File: src/rtl/fetch_pkg.sv
`default_nettype none
// ============================================================================
//  Module      : fetch_pkg
//  Description : Shared definitions for the instruction-fetch stage: FSM state
//                type, instruction width, NOP encoding, and helpers that derive
//                the byte/word/index/tag bit positions of a fetch address from
//                the cache geometry parameters.
//  Revision    : 1.0 - initial release
// ============================================================================
package fetch_pkg;

    localparam int INSTR_W = 32;

    // All-zero word is "sll $0,$0,0", the canonical MIPS NOP.
    localparam logic [INSTR_W-1:0] NOP = 32'h0000_0000;

    typedef enum logic [0:0] {
        RUN  = 1'b0,
        MISS = 1'b1
    } fetch_state_t;

    // Width of the word-within-line field, which sits directly above the
    // two byte-offset bits.
    function automatic int offset_w(input int line_words);
        return $clog2(line_words);
    endfunction

    // Lowest bit of the set index; also the number of low address bits
    // cleared to form a line-aligned address.
    function automatic int index_lsb(input int line_words);
        return $clog2(line_words) + 2;
    endfunction

    function automatic int index_w(input int sets);
        return $clog2(sets);
    endfunction

    // Lowest bit of the tag: everything above byte, word and index fields.
    function automatic int tag_lsb(input int line_words, input int sets);
        return $clog2(line_words) + 2 + $clog2(sets);
    endfunction

endpackage
`default_nettype wire

File: src/rtl/fetch_icache.sv
`default_nettype none
// ============================================================================
//  Module      : fetch_icache
//  Description : Direct-mapped, read-only instruction cache. Holds per-set
//                valid bit, tag and line data. Lookup is purely combinational;
//                a whole line is written in one cycle through the fill port.
//  Ports       : clk, rst          - clock, synchronous active-high reset
//                                    (invalidates every set)
//                lookup_addr       - byte address being fetched
//                lookup_hit        - set valid and tag matches
//                lookup_data       - addressed word of the indexed line
//                fill_en           - write fill_data into the set of fill_addr
//                fill_addr         - line address of the refill
//                fill_data         - refill line, word 0 in bits [31:0]
//  Revision    : 1.0 - initial release
// ============================================================================
module fetch_icache
    import fetch_pkg::*;
#(
    parameter int ADDR_W     = 32,
    parameter int LINE_WORDS = 4,
    parameter int SETS       = 16
) (
    input  logic                          clk,
    input  logic                          rst,
    input  logic [ADDR_W-1:0]             lookup_addr,
    output logic                          lookup_hit,
    output logic [INSTR_W-1:0]            lookup_data,
    input  logic                          fill_en,
    input  logic [ADDR_W-1:0]             fill_addr,
    input  logic [INSTR_W*LINE_WORDS-1:0] fill_data
);

    localparam int c_word_w  = offset_w(LINE_WORDS);
    localparam int c_idx_lsb = index_lsb(LINE_WORDS);
    localparam int c_idx_w   = index_w(SETS);
    localparam int c_tag_lsb = tag_lsb(LINE_WORDS, SETS);
    localparam int c_tag_w   = ADDR_W - c_tag_lsb;

    logic [SETS-1:0]                 r_valid;
    logic [c_tag_w-1:0]              r_tag  [SETS];
    logic [INSTR_W*LINE_WORDS-1:0]   r_data [SETS];

    logic [c_idx_w-1:0]  w_lk_idx;
    logic [c_tag_w-1:0]  w_lk_tag;
    logic [c_word_w-1:0] w_lk_word;
    logic [c_idx_w-1:0]  w_fill_idx;
    logic [c_tag_w-1:0]  w_fill_tag;
    logic [INSTR_W-1:0]  w_line_words [LINE_WORDS];
    logic                w_unused_bits;

    assign w_lk_idx   = lookup_addr[c_idx_lsb +: c_idx_w];
    assign w_lk_tag   = lookup_addr[ADDR_W-1:c_tag_lsb];
    assign w_lk_word  = lookup_addr[2 +: c_word_w];
    assign w_fill_idx = fill_addr[c_idx_lsb +: c_idx_w];
    assign w_fill_tag = fill_addr[ADDR_W-1:c_tag_lsb];

    // Byte offset and the line offset of the refill address carry no
    // information here.
    assign w_unused_bits = ^{lookup_addr[1:0], fill_addr[c_idx_lsb-1:0]};

    // Split the indexed line into words so the word field selects directly.
    for (genvar g = 0; g < LINE_WORDS; g++) begin : g_word_split
        assign w_line_words[g] = r_data[w_lk_idx][g*INSTR_W +: INSTR_W];
    end

    assign lookup_hit  = r_valid[w_lk_idx] && (r_tag[w_lk_idx] == w_lk_tag);
    assign lookup_data = w_line_words[w_lk_word];

    always_ff @(posedge clk) begin
        if (rst) begin
            r_valid <= '0;
        end else if (fill_en) begin
            r_valid[w_fill_idx] <= 1'b1;
        end
    end

    // Tag and data need no reset: they are only observed through valid.
    always_ff @(posedge clk) begin
        if (fill_en && !rst) begin
            r_tag[w_fill_idx]  <= w_fill_tag;
            r_data[w_fill_idx] <= fill_data;
        end
    end

endmodule
`default_nettype wire

File: src/rtl/fetch_cache_unit.sv
`default_nettype none
// ============================================================================
//  Module      : fetch_cache_unit
//  Description : MIPS instruction-fetch stage. Holds the PC, looks it up in a
//                direct-mapped I-cache and refills missing lines from memory
//                via a req/ready handshake. Supports branch redirects (also
//                while a refill is outstanding) and downstream stall.
//  Ports       : clk, rst               - clock, synchronous active-high reset
//                stall                  - hold PC and outputs
//                redirect_valid/_pc     - taken branch/jump and its target
//                mem_req/mem_addr       - line refill request, line-aligned
//                mem_ready/mem_rdata    - refill completion and line data
//                instr_valid            - instruction/pc valid this cycle
//                instruction, pc        - fetched word and its address
//                pc_plus4               - pc + 4
//                hit                    - current lookup hits
//                hit_count, miss_count  - saturating statistics, present only
//                                         when FETCH_STATS_EN is defined
//  Revision    : 1.0 - initial release
// ============================================================================
module fetch_cache_unit
    import fetch_pkg::*;
#(
    parameter int                ADDR_W     = 32,
    parameter int                LINE_WORDS = 4,
    parameter int                SETS       = 16,
    parameter logic [ADDR_W-1:0] RESET_PC   = '0
) (
    input  logic                          clk,
    input  logic                          rst,
    input  logic                          stall,
    input  logic                          redirect_valid,
    input  logic [ADDR_W-1:0]             redirect_pc,
    output logic                          mem_req,
    output logic [ADDR_W-1:0]             mem_addr,
    input  logic                          mem_ready,
    input  logic [INSTR_W*LINE_WORDS-1:0] mem_rdata,
    output logic                          instr_valid,
    output logic [INSTR_W-1:0]            instruction,
    output logic [ADDR_W-1:0]             pc,
    output logic [ADDR_W-1:0]             pc_plus4,
    output logic                          hit
`ifdef FETCH_STATS_EN
    ,
    output logic [31:0]                   hit_count,
    output logic [31:0]                   miss_count
`endif
);

    localparam int                c_off_lsb = index_lsb(LINE_WORDS);
    localparam logic [ADDR_W-1:0] c_pc_step = ADDR_W'(4);

    fetch_state_t      r_state, w_state_nxt;
    logic [ADDR_W-1:0] r_pc, w_pc_nxt;
    logic [ADDR_W-1:0] r_mem_addr, w_mem_addr_nxt;
    logic              r_mem_req, w_mem_req_nxt;
    logic              r_pend_valid, w_pend_valid_nxt;
    logic [ADDR_W-1:0] r_pend_pc, w_pend_pc_nxt;

    logic [ADDR_W-1:0]  w_redirect_tgt;
    logic [ADDR_W-1:0]  w_line_addr;
    logic               w_cache_hit;
    logic [INSTR_W-1:0] w_cache_data;
    logic               w_fill_en;
    logic               w_unused_bits;

    assign w_redirect_tgt = {redirect_pc[ADDR_W-1:2], 2'b00};
    assign w_line_addr    = {r_pc[ADDR_W-1:c_off_lsb], {c_off_lsb{1'b0}}};
    assign w_unused_bits  = ^redirect_pc[1:0];

    fetch_icache #(
        .ADDR_W     (ADDR_W),
        .LINE_WORDS (LINE_WORDS),
        .SETS       (SETS)
    ) u_icache (
        .clk         (clk),
        .rst         (rst),
        .lookup_addr (r_pc),
        .lookup_hit  (w_cache_hit),
        .lookup_data (w_cache_data),
        .fill_en     (w_fill_en),
        .fill_addr   (r_mem_addr),
        .fill_data   (mem_rdata)
    );

    // The tag store may match during a refill; hit is only meaningful in RUN.
    assign hit         = (r_state == RUN) && w_cache_hit;
    assign instr_valid = hit;
    assign instruction = hit ? w_cache_data : NOP;
    assign pc          = r_pc;
    assign pc_plus4    = r_pc + c_pc_step;
    assign mem_req     = r_mem_req;
    assign mem_addr    = r_mem_addr;

    always_ff @(posedge clk) begin
        if (rst) begin
            r_state      <= RUN;
            r_pc         <= RESET_PC;
            r_mem_addr   <= '0;
            r_mem_req    <= 1'b0;
            r_pend_valid <= 1'b0;
            r_pend_pc    <= '0;
        end else begin
            r_state      <= w_state_nxt;
            r_pc         <= w_pc_nxt;
            r_mem_addr   <= w_mem_addr_nxt;
            r_mem_req    <= w_mem_req_nxt;
            r_pend_valid <= w_pend_valid_nxt;
            r_pend_pc    <= w_pend_pc_nxt;
        end
    end

    always_comb begin
        w_state_nxt      = r_state;
        w_pc_nxt         = r_pc;
        w_mem_addr_nxt   = r_mem_addr;
        w_mem_req_nxt    = r_mem_req;
        w_pend_valid_nxt = r_pend_valid;
        w_pend_pc_nxt    = r_pend_pc;
        w_fill_en        = 1'b0;

        case (r_state)
            RUN: begin
                if (redirect_valid) begin
                    // A redirect wins over both stall and a pending miss.
                    w_pc_nxt = w_redirect_tgt;
                end else if (w_cache_hit) begin
                    if (!stall) begin
                        w_pc_nxt = r_pc + c_pc_step;
                    end
                end else begin
                    w_state_nxt    = MISS;
                    w_mem_req_nxt  = 1'b1;
                    w_mem_addr_nxt = w_line_addr;
                end
            end

            MISS: begin
                // Latest redirect wins; the refill still completes so the
                // requested line is installed regardless.
                if (redirect_valid) begin
                    w_pend_valid_nxt = 1'b1;
                    w_pend_pc_nxt    = w_redirect_tgt;
                end
                if (mem_ready) begin
                    w_fill_en        = 1'b1;
                    w_state_nxt      = RUN;
                    w_mem_req_nxt    = 1'b0;
                    w_pend_valid_nxt = 1'b0;
                    if (redirect_valid) begin
                        w_pc_nxt = w_redirect_tgt;
                    end else if (r_pend_valid) begin
                        w_pc_nxt = r_pend_pc;
                    end
                end
            end

            default: begin
                w_state_nxt = RUN;
            end
        endcase
    end

`ifdef FETCH_STATS_EN
    logic        w_accept;
    logic        w_miss_start;
    logic [31:0] r_hit_count;
    logic [31:0] r_miss_count;

    assign w_accept     = hit && !stall && !redirect_valid;
    assign w_miss_start = (r_state == RUN) && !redirect_valid && !w_cache_hit;

    always_ff @(posedge clk) begin
        if (rst) begin
            r_hit_count  <= '0;
            r_miss_count <= '0;
        end else begin
            if (w_accept && (r_hit_count != '1)) begin
                r_hit_count <= r_hit_count + 32'd1;
            end
            if (w_miss_start && (r_miss_count != '1)) begin
                r_miss_count <= r_miss_count + 32'd1;
            end
        end
    end

    assign hit_count  = r_hit_count;
    assign miss_count = r_miss_count;
`endif

endmodule
`default_nettype wire

File: config.mk
export PLATFORM = sky130hd
export DESIGN_NAME = fetch_cache_unit
export DESIGN_NICKNAME = d
export VERILOG_FILES = /design/src/rtl/fetch_pkg.sv /design/src/rtl/fetch_icache.sv /design/src/rtl/fetch_cache_unit.sv
export SDC_FILE = /design/constraint.sdc
export NUM_CORES = 2
export LEC_CHECK = 0
export BUFFER_PORTS_ARGS = -buffer_cell sky130_fd_sc_hd__buf_2
export CORE_MARGIN = 10
export CORE_UTILIZATION = 35
export CTS_BUF_LIST = sky130_fd_sc_hd__clkbuf_16
export CTS_CLUSTER_DIAMETER = 50
export CTS_CLUSTER_SIZE = 8
export DETAILED_ROUTE_END_ITERATION = 10
export GPL_TIMING_DRIVEN = 0
export RECOVER_POWER = 100
export SYNTH_ARGS = -nofsm -noshare
export SYNTH_HDL_FRONTEND = slang
export SYNTH_SLANG_ARGS = --single-unit
File: constraint.sdc
create_clock -name clk -period 13.2 [get_ports clk]
set_input_delay 2.64 -clock clk [delete_from_list [all_inputs] [get_ports clk]]
set_output_delay 2.64 -clock clk [all_outputs]
set_load 0.02 [all_outputs]
## Word level (Yosys, flattened, before mapping)

Memory sizes are Yosys's and may differ from the RTL's. A register that Yosys moved wholly into a read port is not among the register bits.
Cells that the tools add are included.

| storage, ports and cells | value |
|---|---|
| memories | 2 |
| bits in registers | 109 |
| logic and storage cells | 70 |
| RAM bits | 2432 |
| bits of input ports | 165 |

| cells by class | value |
|---|---|
| $add $sub $neg | 1 |
| reduce and logical (&&, ||, !) cells | 11 |
| equal/unequal tests | 7 |
| $lt $le $gt $ge | 4 |
| multiplexer cells | 33 |
| bitwise logic cells | 5 |

Memory list:

| memory | depth | width | rd ports | clocked after Yosys merged registers in | wr ports | RTL line | RTL |
|---|---|---|---|---|---|---|---|
| u_icache.r_data | 16 | 128 | 1 | 1 | 1 | fetch_icache.sv:42 | `logic [INSTR_W*LINE_WORDS-1:0] r_data [SETS];` |
| u_icache.r_tag | 16 | 24 | 1 | 1 | 1 | fetch_icache.sv:41 | `logic [c_tag_w-1:0] r_tag [SETS];` |

Operators by type and width:

| cell | number |
|---|---|
| 32-bit 2-to-1 mux | 9 |
| 32-bit binary-select mux with 2-bit select | 1 |
| 32-bit one-hot mux with 2 select lines | 1 |
| 32-bit by 3-bit adder with 32-bit output (second input constant) | 1 |
| 24-bit == test | 1 |
| 4-bit 2-to-1 mux | 4 |
| 16-bit OR | 1 |
| 1-bit 2-to-1 mux | 14 |
| 4-bit by 5-bit < comparator with 1-bit output (second input constant) | 2 |
| 2-bit inequality test (second input constant) | 3 |
| 3-bit inequality test (second input constant) | 2 |
| 3-bit AND reduction | 2 |
| 1-bit binary-select mux with 4-bit select | 1 |
| 1-bit demux with 4-bit select | 1 |
| 4-bit by 1-bit >= comparator with 1-bit output (second input constant) | 1 |
| 1-bit logical AND | 4 |
| 1-bit one-hot mux with 2 select lines | 2 |
| 2-bit AND reduction | 2 |
| 4-bit AND reduction | 1 |
| 3-bit >= comparator (second input constant) | 1 |
| 3-bit by 2-bit inequality test with 1-bit output (second input constant) | 1 |
| 1-bit NOT | 3 |
| 2-bit NOT with 3-bit output | 1 |
| 2-bit nonzero test | 1 |
| 1-bit logical NOT | 1 |

## Depth between registers and ports, before layout

| depth | value |
|---|---|
| depth in word-level cells | 8 |
| gate-level depth with buffers | 17 |

## Cells and area by module

From an unflattened synthesis, not the netlist that was laid out.

| unflattened totals | value |
|---|---|
| cells, all modules | 4321 |
| area total of the unflattened synthesis | 98179.2 um^2 |

Modules (own cells, without submodules):

| module | cells an instance | times used | area an instance (um^2) |
|---|---|---|---|
| fetch_icache | 3620 | 1 | 93033.0 |
| fetch_cache_unit | 701 | 1 | 5146.2 |

## Worst setup path after synthesis

OpenSTA, ideal clock, no wires.

| timing path | value |
|---|---|
| path kind | input -> register |
| start | in rst |
| end | mem u_icache.r_data[0][0] (netlist bit) (enable) |
| stages on the path | 3 |
| data required time | 12.534 ns |
| arrival | 9.628 ns |
| path slack | 2.906 ns |
| cell sequence | or4_1 > clkbuf_1 > nor2_1 |

| between the ends | value |
|---|---|
| word-level cells in the longest chain between the ends | 4 |

RTL lines:

| what | RTL line | RTL |
|---|---|---|
| start: declaration | fetch_cache_unit.sv:30 | `input logic rst,` |
| 1-bit logical NOT | fetch_icache.sv:80 | `if (fill_en && !rst) begin` |
| 1-bit logical AND | fetch_icache.sv:80 |  |
| 1-bit 2-to-1 mux | fetch_icache.sv:80 |  |
| 1-bit 2-to-1 mux (implied by the code) | fetch_icache.sv:82 | `r_data[w_fill_idx] <= fill_data;` |
| end: declaration | fetch_icache.sv:42 |  |

No other way between the ends.

## Final worst setup path

| timing path | value |
|---|---|
| start | in rst |
| end | mem u_icache.r_data[1][74] (netlist bit) (enable) |

The elaborated chain is that of the path after synthesis.

==> flow_metrics.py <==
metrics = {
    "yosys": {
        "synth_edf_count": 2432,
        "syn_avg_cell_area_sq_um": 22.8,
        "async_flop_share": 0,
        "ys.flop_type": "edfxtp_1",
        "synth_common_cells": "edfxtp_1 (2432), mux4_2 (759), clkbuf_1 (138), dfxtp_1 (111), nand2_1 (110)",
        "yosys.area.top_type": "edfxtp_1",
        "yosysMostFrequentCell": "edfxtp_1",
        "ys_warn_count": 0,
        "ys_seq_area_frac": 0.767,
        "synth_area_leaders": "edfxtp_1 (74%), mux4_2 (17%), dfxtp_1 (2.3%)",
        "netlist_instances": 4296,
        "syn-cell-area_sq_um": 98100,
        "synth_top_cell_area_share": 0.745,
        "ys_seq_elements": 2543,
        "synth_cell_types": 55,
    },
    "layout": {
        "utilization": 0.409,
        "drive_gt1_frac": 0.248,
        "n_fill_cell": 24500,
        "nets": 5250,
        "area_growth_pct": 16.3,
    },
    "route": {
        "via_count": 49400,
        "avgRoutedWirePerCell_um": 31.3,
        "routed_wl_um": 278000,
        "via_per_inst": 5.55,
        "first_iter_violations": 5765,
        "ant_nets": 0,
        "drc": 0,
        "drtPass1Iterations": 8,
    },
    "clock_network": {
        "hold_buffers": 0,
        "cts-resized-gates": 0,
        "root_buffer": "clkbuf_16",
        "post-cts-setup-buffers": 0,
        "clock_path_buffers": 4,
        "cts_buffers": 363,
        "htree_levels": 5,
        "clock-sinks": 2543,
        "clk_latency_ps": 880,
        "cts.clk_slew.worst_paths_ps": 50,
        "cts_tree": "done",
    },
    "power_and_ir_drop": {
        "powerDensity_nw_per_um2": 162,
        "peakVddDrop_v": 0.000110,
        "leakagePower_nw": 35.0,
    },
    "worst_setup_path": {
        "reg2regPathDepth": 9,
        "cpPeakStageDelay_ps": 1740,
        "r2r_start": "r_state",
        "cp-start-kind": "input pin",
        "worstSetupPathType": "in -> reg",
        "slowest_stage": "nor2_1",
        "r2r_slack_ps": 3560,
        "worstPathCellList": "clkbuf_1 > or4_1 > clkbuf_1 > nor2_1 > clkbuf_1 > clkbuf_1 > clkbuf_1 > clkbuf_1 > clkbuf_1",
        "critical_path.max_fanout": 18,
        "cp.required_ps": 13650,
        "path_common_cell": "clkbuf_1",
        "r2r_end": "u_icache.r_data[1][74]",
        "cp.arrival_ps": 11510,
        "crit_path_end_kind": "flip-flop",
        "cp-startpoint": "rst",
        "endpoint": "u_icache.r_data[1][74]",
    },
    "die": {
        "die-area_sq_um": 302000,
        "die-width_um": 549,
        "die_h_um": 549,
        "rows": 194,
        "initial_core_util": 0.351,
        "ios": 296,
        "coreArea_sq_um": 279000,
    },
    "global_route": {
        "use_met2": 0.289,
        "grt_usage": 0.179,
        "gr-usage-met1": 0.244,
        "overflow": 0,
        "grtUsageMet3": 0.0402,
        "antenna_found_initial": 78,
        "grt_first_pass_wirelength_um": 389000,
        "grt_max_degree": 23,
        "grt_pass1_vias": 50000,
        "top_usage_layer": "met2",
    },
    "timing": {
        "period_share": 0.838,
        "setup_violations": 0,
        "post-route-min-period_ps": 11060,
        "hold_viol": 0,
        "finalMaxSlewViolations": 2146,
        "worstMarginPinSlew_ps": 2440,
        "maxSlewHeadroom": -0.634,
        "rsz0062_at_grt": "no",
        "fin_worst_skew_ps": 75.3,
        "fin_tns_setup_ps": 0,
        "fmax_ghz": 0.0904,
    },
    "run_status": {
        "status": "complete, but fails checks",
        "violations": "capacitance limit, slew limit",
    },
    "place": {
        "dp_hpwl_um": 185000,
        "port_buffers": 284,
        "gp_congestion": 0.860,
    },
    "worst_hold_path": {
        "whs_path_depth": 2,
        "holdCritPathClass": "reg -> reg",
    },
    "flow_run": {
        "cap_violations": 112,
    },
}
worst min path at each step:
stage                       start       endpoint  slack (ps)
floorplan           r_pend_pc[23]  r_pend_pc[23]         430
global placement     r_pend_pc[6]   r_pend_pc[6]         440
detailed placement   r_pend_pc[9]   r_pend_pc[9]         450
CTS                 r_pend_pc[11]  r_pend_pc[11]         460
global route         r_pend_pc[2]   r_pend_pc[2]         470
finish               r_pend_pc[8]   r_pend_pc[8]         460
flip-flops by register name (all words and copies together) (netlist names), named ones only:
register	count
mem_addr	28
mem_req	1
pc	30
r_pend_pc	30
r_pend_valid	1
r_state	1
u_icache.r_data	2048
u_icache.r_tag	384
u_icache.r_valid	16
power by group:
group	internal (mW)	total (mW)	leakage, nW	switching (mW)
clock network	4.93	8.09	4.82	3.17
logic	0.599	1.48	6.85	0.884
registers	8.89	8.93	23.3	0.0458
metrics by stage:
step	total power, mW	cells	hold slack [ps]	area (sq um)	worst slack (ps)
final	18.5	8891	456	114000	2140
after global routing	19.1	8875	468	114000	1730
after floorplan	9.95	4303	433	98100	2910
after CTS	18.7	8860	456	117000	2950
after global placement	10.6	8311	443	104000	-7080
after detailed placement	10.6	8443	449	107000	3960
worst max-delay path, delay by kind of cell:
kind / cells / cell delay (ps)
buffers and inverters: 7 / 6500
and+or+nand+nor: 2 / 2270
cells in the final DEF (no fill, tap or decap), drive strengths merged, types with 36 or more instances in the layout:
cell type  instances
buf              160
a21oi             74
inv               67
nor2b             39
mux4             759
edfxtp          2432
clkbuf           895
dfxtp            111
mux2i             72
nand2            110
nor2              59
nand2b            36
o21ai             45
logic make-up (layout without fill, tap and decap cells):
group / count (synthesis) / in the layout / share of synthesized area
buffers and inverters: 302 / 1135 / 0.0130
adder cells (fa/ha/maj): 1 / 1 / 0.000128
XOR/XNOR: 57 / 57 / 0.00509
flip-flops: 2543 / 2543 / 0.767
AND/OR/NAND/NOR: 339 / 339 / 0.0183
AO/OA/AOI/OAI: 204 / 204 / 0.0125
other: 1 / 39 / 0.0000382
multiplexers: 849 / 849 / 0.184
layout make-up:
class / count / area (sq um) / share of cell area
Multi-Input combinational cell: 1458 / 21500 / 0.189
Timing Repair Buffer: 416 / 1620 / 0.0142
Buffer: 270 / 1130 / 0.00992
Tap cell: 3724 / 4660 / 0.0409
Inverter: 32 / 120 / 0.00105
Sequential cell: 2543 / 75300 / 0.660
Antenna cell: 31 / 77.6 / 0.000680
Clock inverter: 48 / 395 / 0.00347
Clock buffer: 369 / 9230 / 0.0810
routing by layer:
metal  routed length [um]  vias to the layer above
met3                24400                      493
met2               134000                     2377
met5                  314                        -
met4                 8320                       48
li1                     -                    19700
met1               112000                    26700
No activity file was read; power rests on OpenSTA's default activity.
